[src/rtl/pwm_pkg.sv]
// Shared constants and state encoding for the pwm ramp sequencer and its helpers.
package pwm_pkg;

  localparam int COUNTER_WIDTH  = 8;
  localparam int INTERVAL_WIDTH = 8;

  typedef enum logic [0:0] {
    ST_IDLE = 1'b0,
    ST_RAMP = 1'b1
  } state_t;

endpackage

[src/rtl/pwm_ramp_ctrl_if.sv]
// Ramp command channel between the register/CPU side (master) and the sequencer (slave).
// Handshake: a command transfers on a rising clk edge where cmd_valid & cmd_ready are both 1;
// once cmd_valid is raised the master holds it and every field stable until that transfer.
interface pwm_ramp_ctrl_if #(
  parameter int W  = pwm_pkg::COUNTER_WIDTH,
  parameter int IW = pwm_pkg::INTERVAL_WIDTH
);
  logic          cmd_valid;
  logic          cmd_ready;
  logic [W-1:0]  cmd_target;
  logic [W-1:0]  cmd_step;
  logic [IW-1:0] cmd_ivl;

  modport master (
    output cmd_valid, cmd_target, cmd_step, cmd_ivl,
    input  cmd_ready
  );

  modport slave (
    input  cmd_valid, cmd_target, cmd_step, cmd_ivl,
    output cmd_ready
  );
endinterface

[src/rtl/pwm_period_tracker.sv]
// Shadow of the pwm counter: advances while enabled and flags the last cycle of each period.
module pwm_period_tracker #(
  parameter int W = pwm_pkg::COUNTER_WIDTH
) (
  input  logic         clk_i,
  input  logic         a_rst_i,
  input  logic         en_i,
  output logic [W-1:0] cnt_o,
  output logic         pb_o
);

  always_ff @(posedge clk_i or posedge a_rst_i) begin
    if (a_rst_i) begin
      cnt_o <= '0;
    end else if (en_i) begin
      cnt_o <= cnt_o + 1'b1;
    end
  end

  // Updating the compare value in this cycle makes it live from counter value 0.
  assign pb_o = en_i & (cnt_o == {W{1'b1}});

endmodule

[src/rtl/pwm_ramp_ctrl.sv]
// Ramp sequencer for one pwm channel: accepts target/step/interval commands and walks the
// compare value toward the target, touching it only at period boundaries.
module pwm_ramp_ctrl
  import pwm_pkg::*;
#(
  parameter int COUNTER_WIDTH  = pwm_pkg::COUNTER_WIDTH,
  parameter int INTERVAL_WIDTH = pwm_pkg::INTERVAL_WIDTH
) (
  input  logic                     clk_i,
  input  logic                     a_rst_i,
  input  logic                     run_i,
  input  logic                     abort_i,
  pwm_ramp_ctrl_if.slave           cmd,
  output logic                     pwm_en_o,
  output logic [COUNTER_WIDTH-1:0] duty_o,
  output logic                     busy_o,
  output logic                     done_o,
  output state_t                   state_o
);

  localparam int W  = COUNTER_WIDTH;
  localparam int IW = INTERVAL_WIDTH;

  state_t        state_q, state_d;
  logic [W-1:0]  duty_d;
  logic [W-1:0]  target_q, target_d;
  logic [W-1:0]  step_q, step_d;
  logic [IW-1:0] ivl_q, ivl_d;
  logic [IW-1:0] ivl_cnt_q, ivl_cnt_d;
  logic          done_d;
  logic [W:0]    diff;
  logic          pb;
  logic [W-1:0]  shadow_cnt;

  pwm_period_tracker #(.W(W)) u_tracker (
    .clk_i   (clk_i),
    .a_rst_i (a_rst_i),
    .en_i    (pwm_en_o),
    .cnt_o   (shadow_cnt),
    .pb_o    (pb)
  );

  assign cmd.cmd_ready = (state_q == ST_IDLE);
  assign busy_o        = (state_q == ST_RAMP);
  assign state_o       = state_q;

  // Distance to target in W+1 bits so the comparison with step can never overflow.
  always_comb begin
    if (target_q >= duty_o) begin
      diff = {1'b0, target_q} - {1'b0, duty_o};
    end else begin
      diff = {1'b0, duty_o} - {1'b0, target_q};
    end
  end

  always_comb begin
    state_d   = state_q;
    duty_d    = duty_o;
    target_d  = target_q;
    step_d    = step_q;
    ivl_d     = ivl_q;
    ivl_cnt_d = ivl_cnt_q;
    done_d    = 1'b0;
    unique case (state_q)
      ST_IDLE: begin
        if (cmd.cmd_valid) begin
          target_d  = cmd.cmd_target;
          step_d    = cmd.cmd_step;
          ivl_d     = cmd.cmd_ivl;
          ivl_cnt_d = cmd.cmd_ivl;
          state_d   = ST_RAMP;
        end
      end
      ST_RAMP: begin
        if (abort_i) begin
          state_d = ST_IDLE;
        end else if (pb) begin
          if (ivl_cnt_q != '0) begin
            ivl_cnt_d = ivl_cnt_q - 1'b1;
          end else begin
            ivl_cnt_d = ivl_q;
            if ((step_q == '0) || (diff <= {1'b0, step_q})) begin
              duty_d  = target_q;
              done_d  = 1'b1;
              state_d = ST_IDLE;
            end else if (target_q > duty_o) begin
              duty_d = duty_o + step_q;
            end else begin
              duty_d = duty_o - step_q;
            end
          end
        end
      end
      default: state_d = ST_IDLE;
    endcase
  end

  always_ff @(posedge clk_i or posedge a_rst_i) begin
    if (a_rst_i) begin
      state_q   <= ST_IDLE;
      duty_o    <= '0;
      target_q  <= '0;
      step_q    <= '0;
      ivl_q     <= '0;
      ivl_cnt_q <= '0;
      done_o    <= 1'b0;
      pwm_en_o  <= 1'b0;
    end else begin
      state_q   <= state_d;
      duty_o    <= duty_d;
      target_q  <= target_d;
      step_q    <= step_d;
      ivl_q     <= ivl_d;
      ivl_cnt_q <= ivl_cnt_d;
      done_o    <= done_d;
      pwm_en_o  <= run_i;
    end
  end

  logic unused_ok;
  assign unused_ok = &{1'b0, shadow_cnt};

endmodule

[src/flat_wrapper.sv]
// flat-port wrapper written by rule: the top's interface ports become plain ports
module pwm_ramp_ctrl_flat import pwm_pkg::*;
#(
  parameter int COUNTER_WIDTH  = pwm_pkg::COUNTER_WIDTH,
  parameter int INTERVAL_WIDTH = pwm_pkg::INTERVAL_WIDTH
)
  (clk_i, a_rst_i, run_i, abort_i, pwm_en_o, duty_o, busy_o, done_o, state_o, cmd_cmd_valid, cmd_cmd_target, cmd_cmd_step, cmd_cmd_ivl, cmd_cmd_ready);
  pwm_ramp_ctrl_if #(.W(8), .IW(8)) cmd_i ();
  input  logic clk_i;
  input  logic a_rst_i;
  input  logic run_i;
  input  logic abort_i;
  output logic pwm_en_o;
  output logic [COUNTER_WIDTH-1:0] duty_o;
  output logic busy_o;
  output logic done_o;
  output state_t state_o;
  input wire logic [$bits(cmd_i.cmd_valid)-1:0] cmd_cmd_valid;
  input wire logic [$bits(cmd_i.cmd_target)-1:0] cmd_cmd_target;
  input wire logic [$bits(cmd_i.cmd_step)-1:0] cmd_cmd_step;
  input wire logic [$bits(cmd_i.cmd_ivl)-1:0] cmd_cmd_ivl;
  output wire logic [$bits(cmd_i.cmd_ready)-1:0] cmd_cmd_ready;
  assign cmd_i.cmd_valid = cmd_cmd_valid;
  assign cmd_i.cmd_target = cmd_cmd_target;
  assign cmd_i.cmd_step = cmd_cmd_step;
  assign cmd_i.cmd_ivl = cmd_cmd_ivl;
  assign cmd_cmd_ready = cmd_i.cmd_ready;
  pwm_ramp_ctrl #(.COUNTER_WIDTH(COUNTER_WIDTH), .INTERVAL_WIDTH(INTERVAL_WIDTH)) u_core (.clk_i(clk_i), .a_rst_i(a_rst_i), .run_i(run_i), .abort_i(abort_i), .cmd(cmd_i), .pwm_en_o(pwm_en_o), .duty_o(duty_o), .busy_o(busy_o), .done_o(done_o), .state_o(state_o));
endmodule
[config.mk]
export PLATFORM = sky130hd
export DESIGN_NAME = pwm_ramp_ctrl_flat
export DESIGN_NICKNAME = d
export VERILOG_FILES = /design/src/rtl/pwm_pkg.sv /design/src/rtl/pwm_ramp_ctrl_if.sv /design/src/rtl/pwm_period_tracker.sv /design/src/rtl/pwm_ramp_ctrl.sv /design/src/flat_wrapper.sv
export SDC_FILE = /design/constraint.sdc
export NUM_CORES = 1
export LEC_CHECK = 0
export ABC_AREA = 0
export ABC_CLOCK_PERIOD_IN_PS = 5000
export CAP_MARGIN = 15
export CORE_MARGIN = 4
export CORE_UTILIZATION = 25
export CTS_BUF_LIST = sky130_fd_sc_hd__clkbuf_4 sky130_fd_sc_hd__clkbuf_8
export DETAILED_ROUTE_END_ITERATION = 8
export GPL_ROUTABILITY_DRIVEN = 0
export PLACE_DENSITY_LB_ADDON = 0.1
export SLEW_MARGIN = 25
export SYNTH_ARGS = -nofsm -noshare
export SYNTH_HDL_FRONTEND = slang
export SYNTH_SLANG_ARGS = --single-unit
[constraint.sdc]
create_clock -name clk_i -period 5 [get_ports clk_i]
set_input_delay 1.25 -clock clk_i [delete_from_list [all_inputs] [get_ports clk_i]]
set_output_delay 1.25 -clock clk_i [all_outputs]
set_load 0.1 [all_outputs]
; ---- After elaboration in Yosys (flattened, before gate mapping)
; Cells that the tools add are included.
[word_totals]
elab_cells = 51
reg_bits = 51
input_bits = 29
output_inout_bits = 13
[classes]
bitwise_logic = 4
mux = 19
n_lt_le_gt_ge = 3
addsub = 6
n_eq_ne = 4
n_reduce_logical = 6
[ops]
columns = op, count
row1 = $mux W8, 6
row2 = $sub A8 B8 Y9, 2
row3 = $pmux W8 S2, 1
row4 = $mux W1, 10
row5 = $le A9 B8 Y1, 1
row6 = $mux W9, 1
row7 = $add A8 B1 Y8 const B, 1
row8 = $add A8 B8 Y8, 1
row9 = $eq A8 B8 Y1 const B, 1
row10 = $ge A8 B8 Y1, 1
row11 = $gt A8 B8 Y1, 1
row12 = $logic_not A8 Y1, 1
row13 = $reduce_bool A8 Y1, 1
row14 = $sub A8 B1 Y8 const B, 1
row15 = $sub A8 B8 Y8, 1
row16 = $ne A2 B2 Y1 const B, 3
row17 = $reduce_and A4 Y1, 1
row18 = $not A1 Y1, 3
row19 = $reduce_and A3 Y1, 1
row20 = $pmux W1 S2, 1
row21 = $reduce_and A2 Y1, 1
row22 = $and A1 B1 Y1, 1
row23 = $logic_or A1 B1 Y1, 1

; ---- Longest topological paths before layout
[depth]
word_depth = 9
ltp_mapped = 20
depth_no_buf = 18

; ---- Modules after synthesis
; From an unflattened synthesis, not the netlist that was laid out.
[hier_totals]
hier_cells = 404
hier_area_um2 = 3718.6
[by_module_without_submodules]
columns = mod, seq_area_each_um2, instances, area_per_inst_um2, cells_each
row1 = pwm_ramp_ctrl, 1076.0, 1, 3365.7, 375
row2 = pwm_period_tracker, 200.2, 1, 352.8, 29

; ---- Least setup slack after synthesis
; OpenSTA, ideal clock, no wires.
[synth_timing]
path_type = register to register
startpoint = reg u_core.duty_o[1]
endpoint = reg u_core.duty_o[2]
required_time_ns = 4.884
path_buffers = 2
setup_ns = 0.116
path_stages_with_launch = 19
synth_period_minus_slack_ns = 4.394
slack_ns = 0.606
t_arrival_ns = 4.278
path_cell_list = dfrtp_1 -> inv_1 -> ha_1 -> nand4_1 -> or2_4 -> and4bb_1 -> buf_6 -> mux2i_1 -> and3_2 -> a211oi_2 -> xnor2_1 -> ha_1 -> a21o_1 -> a21oi_1 -> o211ai_1 -> nand3b_1 -> nand2_4 -> buf_12 -> o311ai_0
[synth_between]
elab_chain_len = 5
elab_cells_between_ends = 11
cone_classes = add/sub: 4 / order compare: 3 / mux: 3 / reduce/logical: 1
[synth_lines]
columns = element, line
row1 = from (decl), pwm_ramp_ctrl.sv:15  ; output logic [COUNTER_WIDTH-1:0] duty_o,
row2 = from (signal assigned), pwm_ramp_ctrl.sv:110  ; duty_o <= duty_d;
row3 = $sub A8 B8 Y9 (tied with other cells), pwm_ramp_ctrl.sv:52  ; diff = {1'b0, duty_o} - {1'b0, target_q};
row4 = $mux W9, pwm_ramp_ctrl.sv:49  ; if (target_q >= duty_o) begin
row5 = $le A9 B8 Y1, pwm_ramp_ctrl.sv:82  ; if ((step_q == '0) || (diff <= {1'b0, step_q})) begin
row6 = $logic_or A1 B1 Y1, pwm_ramp_ctrl.sv:82
row7 = $mux W8 (*), pwm_ramp_ctrl.sv:82
; Mark *: on every way between the ends. The rest lies on a longest branch, timed or not.
; A chain may end at the register's enable or synchronous reset.

; ---- Final worst setup path
[layout_timing]
startpoint = reg u_core.duty_o[5]
endpoint = reg u_core.duty_o[7]
; Same word-level chain as after synthesis.

==> flow_summary.toml <==
[logic_synthesis]
ys_warn_count = 0
synth_cell_type_count = 55
yosys.area.top_type = "dfrtp_1"
ys_seq_area_share_pct = 34.5
synth_top_family_by_area = "compound AO/OA/AOI/OAI gates"
synth-simple-area-share_pct = 15.6
synthXorXnorAreaFrac_pct = 7.10
syn-cell-area_um2 = 3700
synth_nets = 476
synth_compound_area_share_pct = 16.2
post_synth_inst_count = 409
synth_seq_cells = 51
yosys.area.top_type_share_pct = 34.5
synth_mux_area_share_pct = 6.18
synthFlopType = "dfrtp_1"
synth_fa_ha_area_share_pct = 13.5
avgSynthCellArea_um2 = 9.05
synth_edf_count = 0
synth_area_leaders = "dfrtp_1, ha_1, xnor2_1, nand2_1, inv_1"
ys_async_sr_fraction_pct = 100

[pwr]
p_per_area_nw_per_um2 = 418
p_int_mw = 1.02
switchingPower_uw = 791
irDropWorstVdd_mv = 0.162
p_clk_share_pct = 14.6
switching_share_pct = 43.6
power_mw = 1.82
power_frac_seq_pct = 33.3
combPwrFrac_pct = 52.1
leakage_nw = 1.92

[clock_network]
post-cts-setup-buffers = 0
cts_tree = "done"
clk_root_buffer_cell = "clkbuf_8"
worstSkewPairLatency_ns = 0.33
cts_resized = 0
cts_sinks = 51
h-tree-depth = 2
numCtsBuffers = 5
clk_pin_slew_ns = 0.10
cts_hold_buf = 0
clockBufferDepth = 2

[layout]
synthToLayoutAreaGrowth_pct = 17.4
layout_common_cells = "dfrtp_1, nand2_1, clkdlybuf4s50_1, inv_1, ha_1"
num_antenna_cells = 0
fillCellCount = 1610
final_cells = 627
fin_util_pct = 29.9
fin_nets = 509
postLayoutCellArea_um2 = 4350
drive_gt1_share_pct = 8.13
layout_commonest_cell = "dfrtp_1"

[worst_setup_path]
cpMostUsedCell = "ha_1"
worst-setup-path-type = "reg -> reg"
path_cells = "inv_1, ha_1, nand4_2, or2_4, and4bb_1, mux2i_1, and3_2, a211oi_2, xnor2_1, ha_1, a21o_1, a21oi_1, o211ai_1, nand3b_1, nand2_4, o31a_2, o21ai_1"
critPathMaxStageDelay_ns = 0.46
critPathLaunchType = "flip-flop"
critPathRequiredTime_ns = 5.26
arrival_ns = 4.44
slowest_stage = "ha_1"
cp-end-kind = "flip-flop"
critPathMaxFanout = 13

[status]
outcome = "complete, no violations"

[timing]
setup_tns_ns = 0
fin_crit_sh_pct = 83.5
slew_viol_final = 0
max_freq_mhz = 240
period_minus_slack_ns = 4.17
timing.final.ws_setup_ns = 0.826
tightest_slew_ns = 0.993
skew_ns = 0.00529
hold_viol = 0
rsz0062_at_grt = "false"
setup_viol = 0
whs_ns = 0.470
max_slew_margin_pct = 33.6

[placement]
dpl_cell_area_um2 = 4260
post-place-ws_ns = 0.824
portBuffers = 41
placedCellCount = 619
hpwl_um = 7470

[routing]
viasPerCell = 4.69
drtIter0Drc = 137
num_vias = 2942
routed-wl-met3_um = 351
avgRoutedWirePerCell_um = 15.4
m1WireLength_um = 4660
wl_met2_um = 4490
highest_layer = "met4"
antenna_left = 0
drc_errors = 0
drt-total-wl_um = 9650
drt_pass1_iterations = 4

[floorplan]
core_um2 = 14500
dieArea_um2 = 16800
initial_core_util_pct = 25.5
die_w_um = 130
io_pins = 42
num_rows = 44
die_h_um = 130

[hold_path]
hold_path.class = "reg -> reg"

[flow_run]
maxCapViolCount = 0

[grt]
grt.total_usage_pct = 12.6
grt_first_pass_wirelength_um = 16300
antenna_found_initial = 0
grt_pass1_vias = 3162
grt_max_degree = 38
grt_overflow_total = 0
[cells in the mapped netlist, types with 2 or more instances]
cell	count
a21o_1	9
buf_4	3
nand2b_1	2
clkbuf_1	8
o211ai_1	2
o2111ai_1	3
ha_1	35
o22ai_1	2
dfrtp_1	51
o21ai_0	26
and3_1	4
inv_1	40
a21oi_1	27
and4_1	2
nand2_1	45
nand3_1	12
buf_2	3
nand4_1	3
mux2i_1	9
xor2_1	8
and2_1	2
buf_6	2
o21ai_1	2
nor4_1	2
mux2_2	11
a211oi_1	6
fa_1	3
nor2b_1	3
a31oi_1	3
nand3b_1	5
o31ai_1	2
and3_2	2
a22oi_1	2
nor2_1	24
xnor2_1	22
nor3_1	2
o21bai_1	3
and2_2	2
[per-layer routing]
| metal | GRT usage, % | vias up |
|---|---|---|
| met5 | 0 | - |
| li1 | - | 1481 |
| met3 | 2.46 | 10 |
| met4 | 4.28 | 0 |
| met1 | 16.7 | 1395 |
| met2 | 20.6 | 56 |
[logic make-up (layout without fill, tap and decap cells)]
| kind of cell | after synthesis | in the layout |
|---|---|---|
| simple gates | 116 | 116 |
| xor+xnor | 30 | 30 |
| buf+inv | 57 | 91 |
| compound gates | 96 | 96 |
| flops | 51 | 51 |
| mux | 21 | 21 |
| fa+ha+maj | 38 | 38 |
[flip-flops by register name, summed over array words and instances (netlist names)]
register / count
u_core.pwm_en_o: 1
u_core.ivl_cnt_q: 8
u_core.step_q: 8
u_core.u_tracker.cnt_o: 8
u_core.ivl_q: 8
u_core.busy_o: 1
u_core.done_o: 1
u_core.target_q: 8
u_core.duty_o: 8
[final timing paths]
path	from	cells after the start	slack (ns)	endpoint
min in group asynchronous	a_rst_i	2	1.40	u_core.ivl_q[2]
max	u_core.duty_o[5]	17	0.83	u_core.duty_o[7]
min	u_core.u_tracker.cnt_o[7]	1	0.47	u_core.u_tracker.cnt_o[7]
min reg2reg	u_core.u_tracker.cnt_o[7]	1	0.47	u_core.u_tracker.cnt_o[7]
max reg2reg	u_core.duty_o[5]	17	0.83	u_core.duty_o[7]
max in group asynchronous	a_rst_i	3	2.86	u_core.duty_o[7]
[worst max-delay path, delay by kind of cell (launching register included)]
family | cells | cell delay, ns
compound gates | 6 | 1.08
flops | 1 | 0.45
mux | 1 | 0.20
simple gates | 6 | 1.41
xor+xnor | 1 | 0.15
buf+inv | 1 | 0.09
fa+ha+maj | 2 | 0.73
[power by group through the flow]
stage / Sequential (mW) / Clock, mW / Combinational (mW)
floorplan: 0.607 / 0 / 0.767
global placement: 0.615 / 0 / 0.952
finish: 0.605 / 0.265 / 0.946
global route: 0.625 / 0.300 / 1.08
detailed placement: 0.613 / 0 / 0.956
CTS: 0.605 / 0.287 / 0.962
[cell type report]
type	count	area, um2	area share (%)
Clock inverter	3	22.5	0.518
Timing Repair Buffer	43	425	9.79
Sequential cell	51	1280	29.4
Inverter	40	150	3.45
Multi-Input combinational cell	301	2170	50.0
Tap cell	184	230	5.30
Clock buffer	5	68.8	1.58
No activity file was read; power rests on OpenSTA's default activity.
